===== src/rtl/uart_rx_frame_parser.sv =====
// Frames SOF/LEN/payload/XOR-checksum packets from a UART byte stream, then releases the payload on valid/ready.
// Optional inter-byte timeout is enabled by defining UART_FRAME_TIMEOUT_EN.
module uart_rx_frame_parser #(
    parameter int                D_BITS         = 8,
    parameter int                MAX_LEN        = 16,
    parameter logic [D_BITS-1:0] SOF            = 8'hA5,
    parameter int                TIMEOUT_CYCLES = 10_000
) (
    input  logic                         i_clk,
    input  logic                         i_rst,
    input  logic [D_BITS-1:0]            i_rx_data,
    input  logic                         i_rx_done,
    output logic [D_BITS-1:0]            o_data,
    output logic                         o_valid,
    input  logic                         i_ready,
    output logic                         o_last,
    output logic [$clog2(MAX_LEN+1)-1:0] o_len,
    output logic                         o_frame_ok,
    output logic                         o_crc_err,
    output logic                         o_len_err,
    output logic                         o_overrun,
    output logic                         o_timeout,
    output logic                         o_busy
);
    localparam int LW    = $clog2(MAX_LEN + 1);
    localparam int AW    = (MAX_LEN > 1) ? $clog2(MAX_LEN) : 1;
    localparam int DEPTH = 1 << AW;

    typedef enum logic [2:0] {S_IDLE, S_LEN, S_PAYLOAD, S_CSUM, S_DRAIN} state_t;

    state_t            state;
    logic [LW-1:0]     len;
    logic [LW-1:0]     wr_cnt;
    logic [LW-1:0]     rd_ptr;
    logic [LW-1:0]     rd_nxt;
    logic [D_BITS-1:0] csum;
    logic [D_BITS-1:0] mem [DEPTH];
    logic              tmo_hit;

    assign rd_nxt = rd_ptr + LW'(1);
    assign o_busy = (state != S_IDLE);

    // Payload storage carries no reset; contents are only read after a full frame is written.
    always_ff @(posedge i_clk) begin
        if (state == S_PAYLOAD && i_rx_done) begin
            mem[wr_cnt[AW-1:0]] <= i_rx_data;
        end
    end

    always_ff @(posedge i_clk or posedge i_rst) begin
        if (i_rst) begin
            state      <= S_IDLE;
            len        <= '0;
            wr_cnt     <= '0;
            rd_ptr     <= '0;
            csum       <= '0;
            o_data     <= '0;
            o_valid    <= 1'b0;
            o_last     <= 1'b0;
            o_len      <= '0;
            o_frame_ok <= 1'b0;
            o_crc_err  <= 1'b0;
            o_len_err  <= 1'b0;
            o_overrun  <= 1'b0;
        end else begin
            o_frame_ok <= 1'b0;
            o_crc_err  <= 1'b0;
            o_len_err  <= 1'b0;
            o_overrun  <= 1'b0;
            case (state)
                S_IDLE: begin
                    if (i_rx_done && i_rx_data == SOF) state <= S_LEN;
                end
                S_LEN: begin
                    if (i_rx_done) begin
                        if (i_rx_data == '0 || int'(i_rx_data) > MAX_LEN) begin
                            o_len_err <= 1'b1;
                            state     <= S_IDLE;
                        end else begin
                            len    <= LW'(i_rx_data);
                            csum   <= i_rx_data;
                            wr_cnt <= '0;
                            state  <= S_PAYLOAD;
                        end
                    end else if (tmo_hit) begin
                        state <= S_IDLE;
                    end
                end
                S_PAYLOAD: begin
                    if (i_rx_done) begin
                        csum   <= csum ^ i_rx_data;
                        wr_cnt <= wr_cnt + LW'(1);
                        if (wr_cnt == len - LW'(1)) state <= S_CSUM;
                    end else if (tmo_hit) begin
                        state <= S_IDLE;
                    end
                end
                S_CSUM: begin
                    if (i_rx_done) begin
                        if (i_rx_data == csum) begin
                            o_frame_ok <= 1'b1;
                            o_len      <= len;
                            rd_ptr     <= '0;
                            o_data     <= mem[0];
                            o_last     <= (len == LW'(1));
                            o_valid    <= 1'b1;
                            state      <= S_DRAIN;
                        end else begin
                            o_crc_err <= 1'b1;
                            state     <= S_IDLE;
                        end
                    end else if (tmo_hit) begin
                        state <= S_IDLE;
                    end
                end
                S_DRAIN: begin
                    if (i_rx_done) o_overrun <= 1'b1;
                    // Prefetch the next byte on each transfer so a ready consumer sees one byte per cycle.
                    if (o_valid && i_ready) begin
                        if (o_last) begin
                            o_valid <= 1'b0;
                            o_last  <= 1'b0;
                            state   <= S_IDLE;
                        end else begin
                            rd_ptr <= rd_nxt;
                            o_data <= mem[rd_nxt[AW-1:0]];
                            o_last <= (rd_nxt == len - LW'(1));
                        end
                    end
                end
                default: state <= S_IDLE;
            endcase
        end
    end

`ifdef UART_FRAME_TIMEOUT_EN
    localparam int TW = (TIMEOUT_CYCLES > 2) ? $clog2(TIMEOUT_CYCLES) : 1;

    logic [TW-1:0] tmo_cnt;
    logic          tmo_active;

    assign tmo_active = (state == S_LEN) || (state == S_PAYLOAD) || (state == S_CSUM);
    // Firing one count early lets the registered pulse land exactly TIMEOUT_CYCLES after the last strobe.
    assign tmo_hit    = tmo_active && !i_rx_done && (tmo_cnt == TW'(TIMEOUT_CYCLES - 2));

    always_ff @(posedge i_clk or posedge i_rst) begin
        if (i_rst) begin
            tmo_cnt   <= '0;
            o_timeout <= 1'b0;
        end else begin
            o_timeout <= tmo_hit;
            if (tmo_active && !i_rx_done && !tmo_hit) tmo_cnt <= tmo_cnt + TW'(1);
            else                                      tmo_cnt <= '0;
        end
    end
`else
    assign tmo_hit   = 1'b0;
    assign o_timeout = 1'b0;
`endif

endmodule

===== config.mk =====
export PLATFORM = sky130hd
export DESIGN_NAME = uart_rx_frame_parser
export DESIGN_NICKNAME = d
export VERILOG_FILES = /design/src/rtl/uart_rx_frame_parser.sv
export SDC_FILE = /design/constraint.sdc
export NUM_CORES = 1
export LEC_CHECK = 0
export CORE_UTILIZATION = 54
export CTS_BUF_LIST = sky130_fd_sc_hd__clkbuf_16
export CTS_CLUSTER_DIAMETER = 50
export DETAILED_ROUTE_END_ITERATION = 7
export PLACE_DENSITY = 0.75
export SLEW_MARGIN = 15
export SYNTH_ARGS = -nofsm -noshare
export SYNTH_HDL_FRONTEND = slang
export SYNTH_SLANG_ARGS = --single-unit

===== constraint.sdc =====
create_clock -name i_clk -period 2.1 [get_ports i_clk]
set_clock_uncertainty 0.05 [all_clocks]
set_input_delay 0.42 -clock i_clk [delete_from_list [all_inputs] [get_ports i_clk]]
set_output_delay 0.42 -clock i_clk [all_outputs]
set_load 0.02 [all_outputs]

==> impl_results.md, run 1 <==
- Status: finished with violations
- Failing checks: negative setup slack
- Drc violations: 0
- Max rail drop VDD: 0.000591 V
- Post-Place Cell Area: 0.00870 sq mm
- First-pass GRT wire length: 27000 microns
- Initial antenna violation count: 0
- Slowest CP cell: dfrtp_2
- Maximum buffer depth of the clock tree: 2
- Yosys warns: 0
- Setup Crit Path Kind: reg -> reg
- Design area: 0.00946 sq mm
- Comb pwr share: 0.163
- Die height: 121 microns
- Root buf cell: clkbuf_16
- Die width: 121 microns
- Final slew viol count: 0
- Sw Ratio: 0.280
- Core area: 0.0135 sq mm
- CP top delay family: multiplexers
- Die Footprint: 0.0145 sq mm
- Ranking of synthesized cells by area: edfxtp_1 51%, dfrtp_1 15%, mux4_2 9.5%
- Synth Register Bits: 173
- Gr ovfl total: 0
- Distinct cells, synth: 54
- Max FO, Critical Path: 5
- Final hold violation count: 0
- Final nets: 598
- Most frequent cell after synthesis: edfxtp_1
- Post-route ant nets: 0
- Mean Syn Cell Area: 15.9 sq um
- Worst path bufs/invs: 1
- R2R depth: 6
- Maximum number of pins on one net before global-route repair: 30
- Flop2flop setup slack: -3 ps
- Crit Reg-Reg Endpoint: o_data[4]$_DFFE_PP0P_
- RePlAce Congestion: 0.894
- Pwr dens: 883 mW/mm^2
- Clock Latency Late Sink: 430 ps
- Drt pass-1 iters: 5
- Rows: 42
- Clock tree from TritonCTS: built
- Startpoint types: register
- RSZ-0062 raised after global routing: true
- Worst setup margin: -3.31 ps
- Worst reg2reg startpoint: rd_ptr[0]$_DFFE_PP0P_
- Initial Util: 0.564
- Fillers: 871
- Htree depth: 4
- Crit path time final: 2100 ps
- # IOs: 33
- Final Cycle Share: 1.00
- FMAX: 475 MHz
- Final setup fails: 2
- Clk pwr share: 0.352
- Via density: 6.04
- Gr usage total: 0.262
- Cell area after synthesis: 0.00759 sq mm
- Largest area contributor in the netlist: edfxtp_1
- Syn_nets: 496
- Post-DP HPWL: 11900 microns
- Most frequent cells after synthesis: 128 x edfxtp_1, 45 x dfrtp_1, 32 x mux4_2
- Worst hold path type: in -> async
- Top cell type's share of synthesized area: 0.506
- P&R area growth vs syn: 24.6%
- Sequential share of the synthesized area: 0.655
- Slowest stage delay, CP: 440 ps
- Min Hold Slack: 232 ps
- CP Cell Sequence: ha_4 -> clkbuf_16 -> mux4_2 -> mux2_4 -> o211ai_1 -> a31oi_1
- Ant. Diodes: 0
- Final TNS setup: -6.50 ps
- DRT Wirelength: 17800 microns
- Top_reg_cell synth: edfxtp_1
- Worst-path clk slew: 60 ps
- Sw Pwr: 2.34 mW
- Sink Count: 173
- Total Power: 8.35 mW
- Number of synthesized flops with an enable pin: 128
- P_int: 6.01 mW
- Routed length per placed instance: 23.1 microns
- Leakage: 3.51 nW
- Crit end category: register
- Fraction of registers with async set/reset: 0.260
- Number of CTS-inserted buffers: 17
- Max-cap violations: 0
- IO Port Bufs: 31
- Number of global-route vias before repair: 4741
- Cells after synthesis: 477
- Via Count: 4637
- Worst path arrival time: 2350 ps
- Sequential power share: 0.485
- Worst Path Required: 2350 ps
- Share of layout cells above drive strength 1: 0.314
- Initial DRC Count: 401
-- cell type report --
cell class | count | area, sq um | area share
clock inverter | 15 | 136 | 0.0144
tap | 176 | 220 | 0.0233
timing repair buffer | 108 | 1120 | 0.118
clock buffer | 17 | 425 | 0.0450
inverter | 13 | 48.8 | 0.00516
sequential | 173 | 4970 | 0.526
multi-input combinational | 266 | 2540 | 0.268
-- power groups by stage --
stage | clock, mW | combinational (mW) | sequential (mW)
after global routing | 3.12 | 1.47 | 4.07
after CTS | 2.98 | 1.29 | 4.03
after floorplan | 0 | 0.828 | 4.06
after global placement | 0 | 1.24 | 4.09
final | 2.94 | 1.36 | 4.05
after detailed placement | 0 | 1.26 | 4.10
-- how the worst max path moves through the flow --
stage                                       end  slack (ps)  cells past startpoint             startpoint
after floorplan             mem[8][0]$_DFFE_PP_          40                      4   state[0]$_DFFE_PP0P_
after global placement    o_data[5]$_DFFE_PP0P_        -460                      7           i_rx_data[2]
after detailed placement  o_data[5]$_DFFE_PP0P_        -470                      7           i_rx_data[2]
after CTS                 o_data[0]$_DFFE_PP0P_         -20                      8  rd_ptr[0]$_DFFE_PP0P_
after global routing      o_data[1]$_DFFE_PP0P_         -70                      6  rd_ptr[0]$_DFFE_PP0P_
final                     o_data[4]$_DFFE_PP0P_          -3                      6  rd_ptr[0]$_DFFE_PP0P_
-- per-stage QoR --
| step | instances | util | setup WS [ps] |
|---|---|---|---|
| 5_1_grt | 768 | 0.703 | -73.5 |
| 3_5_place_dp | 733 | 0.647 | -474 |
| 4_1_cts | 766 | 0.695 | -18.5 |
| 6_report | 768 | 0.703 | -3.31 |
| 3_3_place_gp | 733 | 0.647 | -459 |
| 2_1_floorplan | 477 | - | 41.1 |
-- registers in the layout (all words and copies together) (netlist names), 3 cells and up --
register  flops
o_data        8
o_len         5
wr_cnt        5
rd_ptr        5
len           5
csum          8
mem         128
state         3
-- cell usage in the layout, fill, tap and decap left out, types with 9 or more instances in the layout --
| cell type | instances |
|---|---|
| buf_12 | 14 |
| inv_1 | 12 |
| nor2_1 | 18 |
| nand2_1 | 29 |
| nand3_1 | 9 |
| nor3_1 | 16 |
| mux4_2 | 32 |
| clkbuf_16 | 18 |
| a31oi_1 | 15 |
| and2_1 | 9 |
| dfrtp_1 | 44 |
| mux2_2 | 12 |
| buf_4 | 59 |
| clkdlybuf4s50_1 | 29 |
| xor2_1 | 12 |
| edfxtp_1 | 128 |
-- kinds of logic (layout without fill, tap and decap cells) --
kind of cell,after synthesis,in the layout,synth area share
AOI/OAI and AO/OA,61,61,0.0607
and+or+nand+nor,111,111,0.0745
xor gates and xnor gates,26,26,0.0359
muxes,60,60,0.136
adders and majority gates,7,7,0.0115
DFF,173,173,0.655
other,1,1,0.000494
buffers and inverters,38,153,0.0265
-- what timing repair did --
action | 4_1_cts | 5_1_grt
hold buffers | 0 | 0
setup endpoints to repair | 12 | 100
cloned | 1 | 1
pin swaps | 3 | 7
resized for setup | 13 | 17
buffers inserted | 0 | 1
-- routing by layer --
| metal | part of all wire | global-route usage | vias up |
|---|---|---|---|
| li1 | - | - | 2062 |
| met1 | 0.42 | 0.359 | 2360 |
| met2 | 0.50 | 0.412 | 183 |
| met3 | 0.068 | 0.0689 | 32 |
| met4 | 0.019 | 0.0880 | 0 |
| met5 | 0 | 0 | - |
Note: power is estimated with default switching activity, not from simulation.
==> inputs of run 2 (changes only) <==
--- a/config.mk
+++ b/config.mk
@@ -5,11 +5,11 @@
 export SDC_FILE = /design/constraint.sdc
 export NUM_CORES = 1
 export LEC_CHECK = 0
-export CORE_UTILIZATION = 54
+export CORE_UTILIZATION = 60
 export CTS_BUF_LIST = sky130_fd_sc_hd__clkbuf_16
 export CTS_CLUSTER_DIAMETER = 50
 export DETAILED_ROUTE_END_ITERATION = 7
-export PLACE_DENSITY = 0.75
+export PLACE_DENSITY = 0.79
 export SLEW_MARGIN = 15
 export SYNTH_ARGS = -nofsm -noshare
 export SYNTH_HDL_FRONTEND = slang
==> constraint.sdc (replaced) <==
create_clock -name i_clk -period 2 [get_ports i_clk]
set_clock_uncertainty 0.05 [all_clocks]
set_input_delay 0.4 -clock i_clk [delete_from_list [all_inputs] [get_ports i_clk]]
set_output_delay 0.4 -clock i_clk [all_outputs]
set_load 0.02 [all_outputs]
==> run 2 against run 1 <==
The run still ends with negative setup slack left. Die area shrank 9.8%. Clock-buffer cell count is the same. Utilization rose by 8.4 points. First-iteration DRC count is 21% higher. Global-route usage up 2.7 points. Critical endpoint is now o_data[5]$_DFFE_PP0P_. Wire length increased by 2.1%. Critical path depth unchanged. Highest routed layer unchanged. Flip-flop and latch count stayed put. Via count grew 4.0%. Sequential power grew 4.9%. Setup slack got worse by 120 ps. Clock power rose by 15%.
==> impl_results.md, run 2 (synthesis gave the netlist of run 1 again) <==
- Drc violations: 0 (unchanged)
- Most frequent cells in the layout: 128 x edfxtp_1, 60 x buf_4, 43 x dfrtp_1
- Number of global-route vias before repair: 4708 (-0.70%)
- Via density: 6.30 (+4.3%)
- Initial DRC Count: 484 (+21%)
- Fillers: 639 (-27%)
- Pwr dens: 955 mW/mm^2 (+8.2%)
- Met1 GRT Util: 0.396 (+0.0366)
- Clock Latency Late Sink: 430 ps (about the same)
- Final slew viol count: 0 (unchanged)
- Clock tree from TritonCTS: built
- Final TNS setup: -869 ps (-862 ps)
- Root buf cell: clkbuf_16
- Leakage: 3.60 nW (+2.8%)
- Hold buffers post-CTS: 0 (unchanged)
- Via Count: 4822 (+4.0%)
- Number of CTS-inserted buffers: 17 (unchanged)
- RSZ-0062 raised after global routing: true
- Gr ovfl total: 0 (unchanged)
- Core area: 0.0122 sq mm (-9.6%)
- Post-DP HPWL: 11100 microns (-7.1%)
- Non-Filler Instances: 766 (-0.26%)
- Layer carrying the most global-route usage: met2
- Die height: 114 microns (-5.0%)
- Setup Crit Path Kind: reg -> reg
- Sink Count: 173 (unchanged)
- RePlAce Congestion: 0.860 (-3.8%)
- Final setup fails: 9 (+7)
- Maximum number of pins on one net before global-route repair: 32 (+6.7%)
- Share of layout cells above drive strength 1: 0.321 (+0.00688)
- Total Power: 9.14 mW (+9.5%)
- IO Port Bufs: 31 (unchanged)
- Initial Util: 0.624 (+0.0599)
- Post-route ant nets: 0 (unchanged)
- Maximum buffer depth of the clock tree: 2 (unchanged)
- Placed cells: 724 (-1.2%)
- Crit end category: register
- Commonest non-fill, non-tap cell in the layout: edfxtp_1
- Max-cap violations: 0 (unchanged)
- Htree depth: 4 (unchanged)
- Flop2flop setup slack: -120 ps (-120 ps)
- Ant. Diodes: 0 (unchanged)
- DRT Wirelength: 18100 microns (+2.1%)
- Rows: 40 (-4.8%)
- Met2 capacity usage during global routing: 0.448 (+0.0357)
- Startpoint types: register
- Worst path arrival time: 2380 ps (+30 ps)
- Max rail drop VDD: 0.000735 V (+24%)
- Drt pass-1 iters: 5 (unchanged)
- FMAX: 471 MHz (-0.90%)
- Area of the multi-input gates: 0.00254 sq mm (unchanged)
- Die Footprint: 0.0131 sq mm (-9.8%)
- Routed length per placed instance: 23.7 microns (+2.3%)
- # IOs: 33 (unchanged)
- Worst Path Required: 2260 ps (-90 ps)
- Worst hold path type: in -> async
- Final hold violation count: 0 (unchanged)
- Worst-path clk slew: 70 ps (about the same)
- Worst setup margin: -122 ps (-119 ps)
- Final nets: 604 (+1.0%)
- Max FO, Critical Path: 5 (unchanged)
- GR met3 Demand/Resource: 0.0656 (-0.00322)
- Gr usage total: 0.289 (+0.0271)
- Reg area: 0.00497 sq mm (about the same)
- First-pass GRT wire length: 26600 microns (-1.6%)
- Final Cycle Share: 1.06 (+0.0596)
- Initial antenna violation count: 0 (unchanged)
- Max reg flops: 128 (unchanged)
- P&R area growth vs syn: 26.1%
- Status: finished with violations
- Failing checks: negative setup slack
- Crit path time final: 2120 ps (+19.1 ps)
- Die width: 114 microns (-5.0%)
==> run 2: changes by cell type in the layout (fill, tap and decap cells not counted), moves of 2 or more <==
cell,change
buf_6,+6
clkinv_8,-2
buf_8,-2
clkinvlp_4,-4
bufinv_16,+3
==> run 2: worst paths after layout <==
kind | startpoint | to | cells past startpoint
max | rd_ptr[0]$_DFFE_PP0P_ | o_data[5]$_DFFE_PP0P_ | 6
min | i_rst | rd_ptr[3]$_DFFE_PP0P_ | 2
max reg2reg | rd_ptr[0]$_DFFE_PP0P_ | o_data[5]$_DFFE_PP0P_ | 6
min reg2reg | state[2]$_DFFE_PP0P_ | state[1]$_DFFE_PP0P_ | 1
max in group asynchronous | i_rst | state[2]$_DFFE_PP0P_ | 3
min in group i_clk | i_rx_data[6] | mem[9][6]$_DFFE_PP_ | 2
==> run 2: per-layer routing <==
metal / vias to the layer above / part of all wire
met5: - / 0
met4: 0 / 0.031
li1: 2076 / -
met3: 53 / 0.073
met2: 233 / 0.49
met1: 2460 / 0.41
==> run 2: timing repair <==
action,4_1_cts,5_1_grt
pin swaps,6,8
setup endpoints to repair,25,44
buffers inserted,0,6
gates cloned,1,3
resized for setup,18,20
==> run 2: where the power goes <==
part	total (mW)	switching, mW	internal, mW
combinational	1.50	0.793	0.711
sequential	4.25	0.219	4.03
clock	3.39	1.40	1.99
==> run 2: cell type report <==
class	count	area share
flip-flops and latches	173	0.520
multi-input cells	266	0.265
repair buffers	114	0.124
clock buffers	17	0.0445
well taps	168	0.0220
clock inverters	15	0.0192
inverters	13	0.00510
==> run 2: stage by stage <==
stage,util,setup slack (ps),instance area (sq um),hold slack [ps]
6_report,0.787,-122,9570,224
5_1_grt,0.787,-175,9570,266
4_1_cts,0.772,-106,9390,224
3_5_place_dp,0.713,-546,8670,458
3_3_place_gp,0.713,-524,8670,443
2_1_floorplan,-,-58.9,7600,418
==> run 2: worst max-delay path, cell delays in order, from the launching register on <==
cell      delay [ps]
dfrtp_2          460
ha_4             370
buf_12           150
mux4_2           320
mux2_4           290
o211ai_1         240
a31oi_1          110
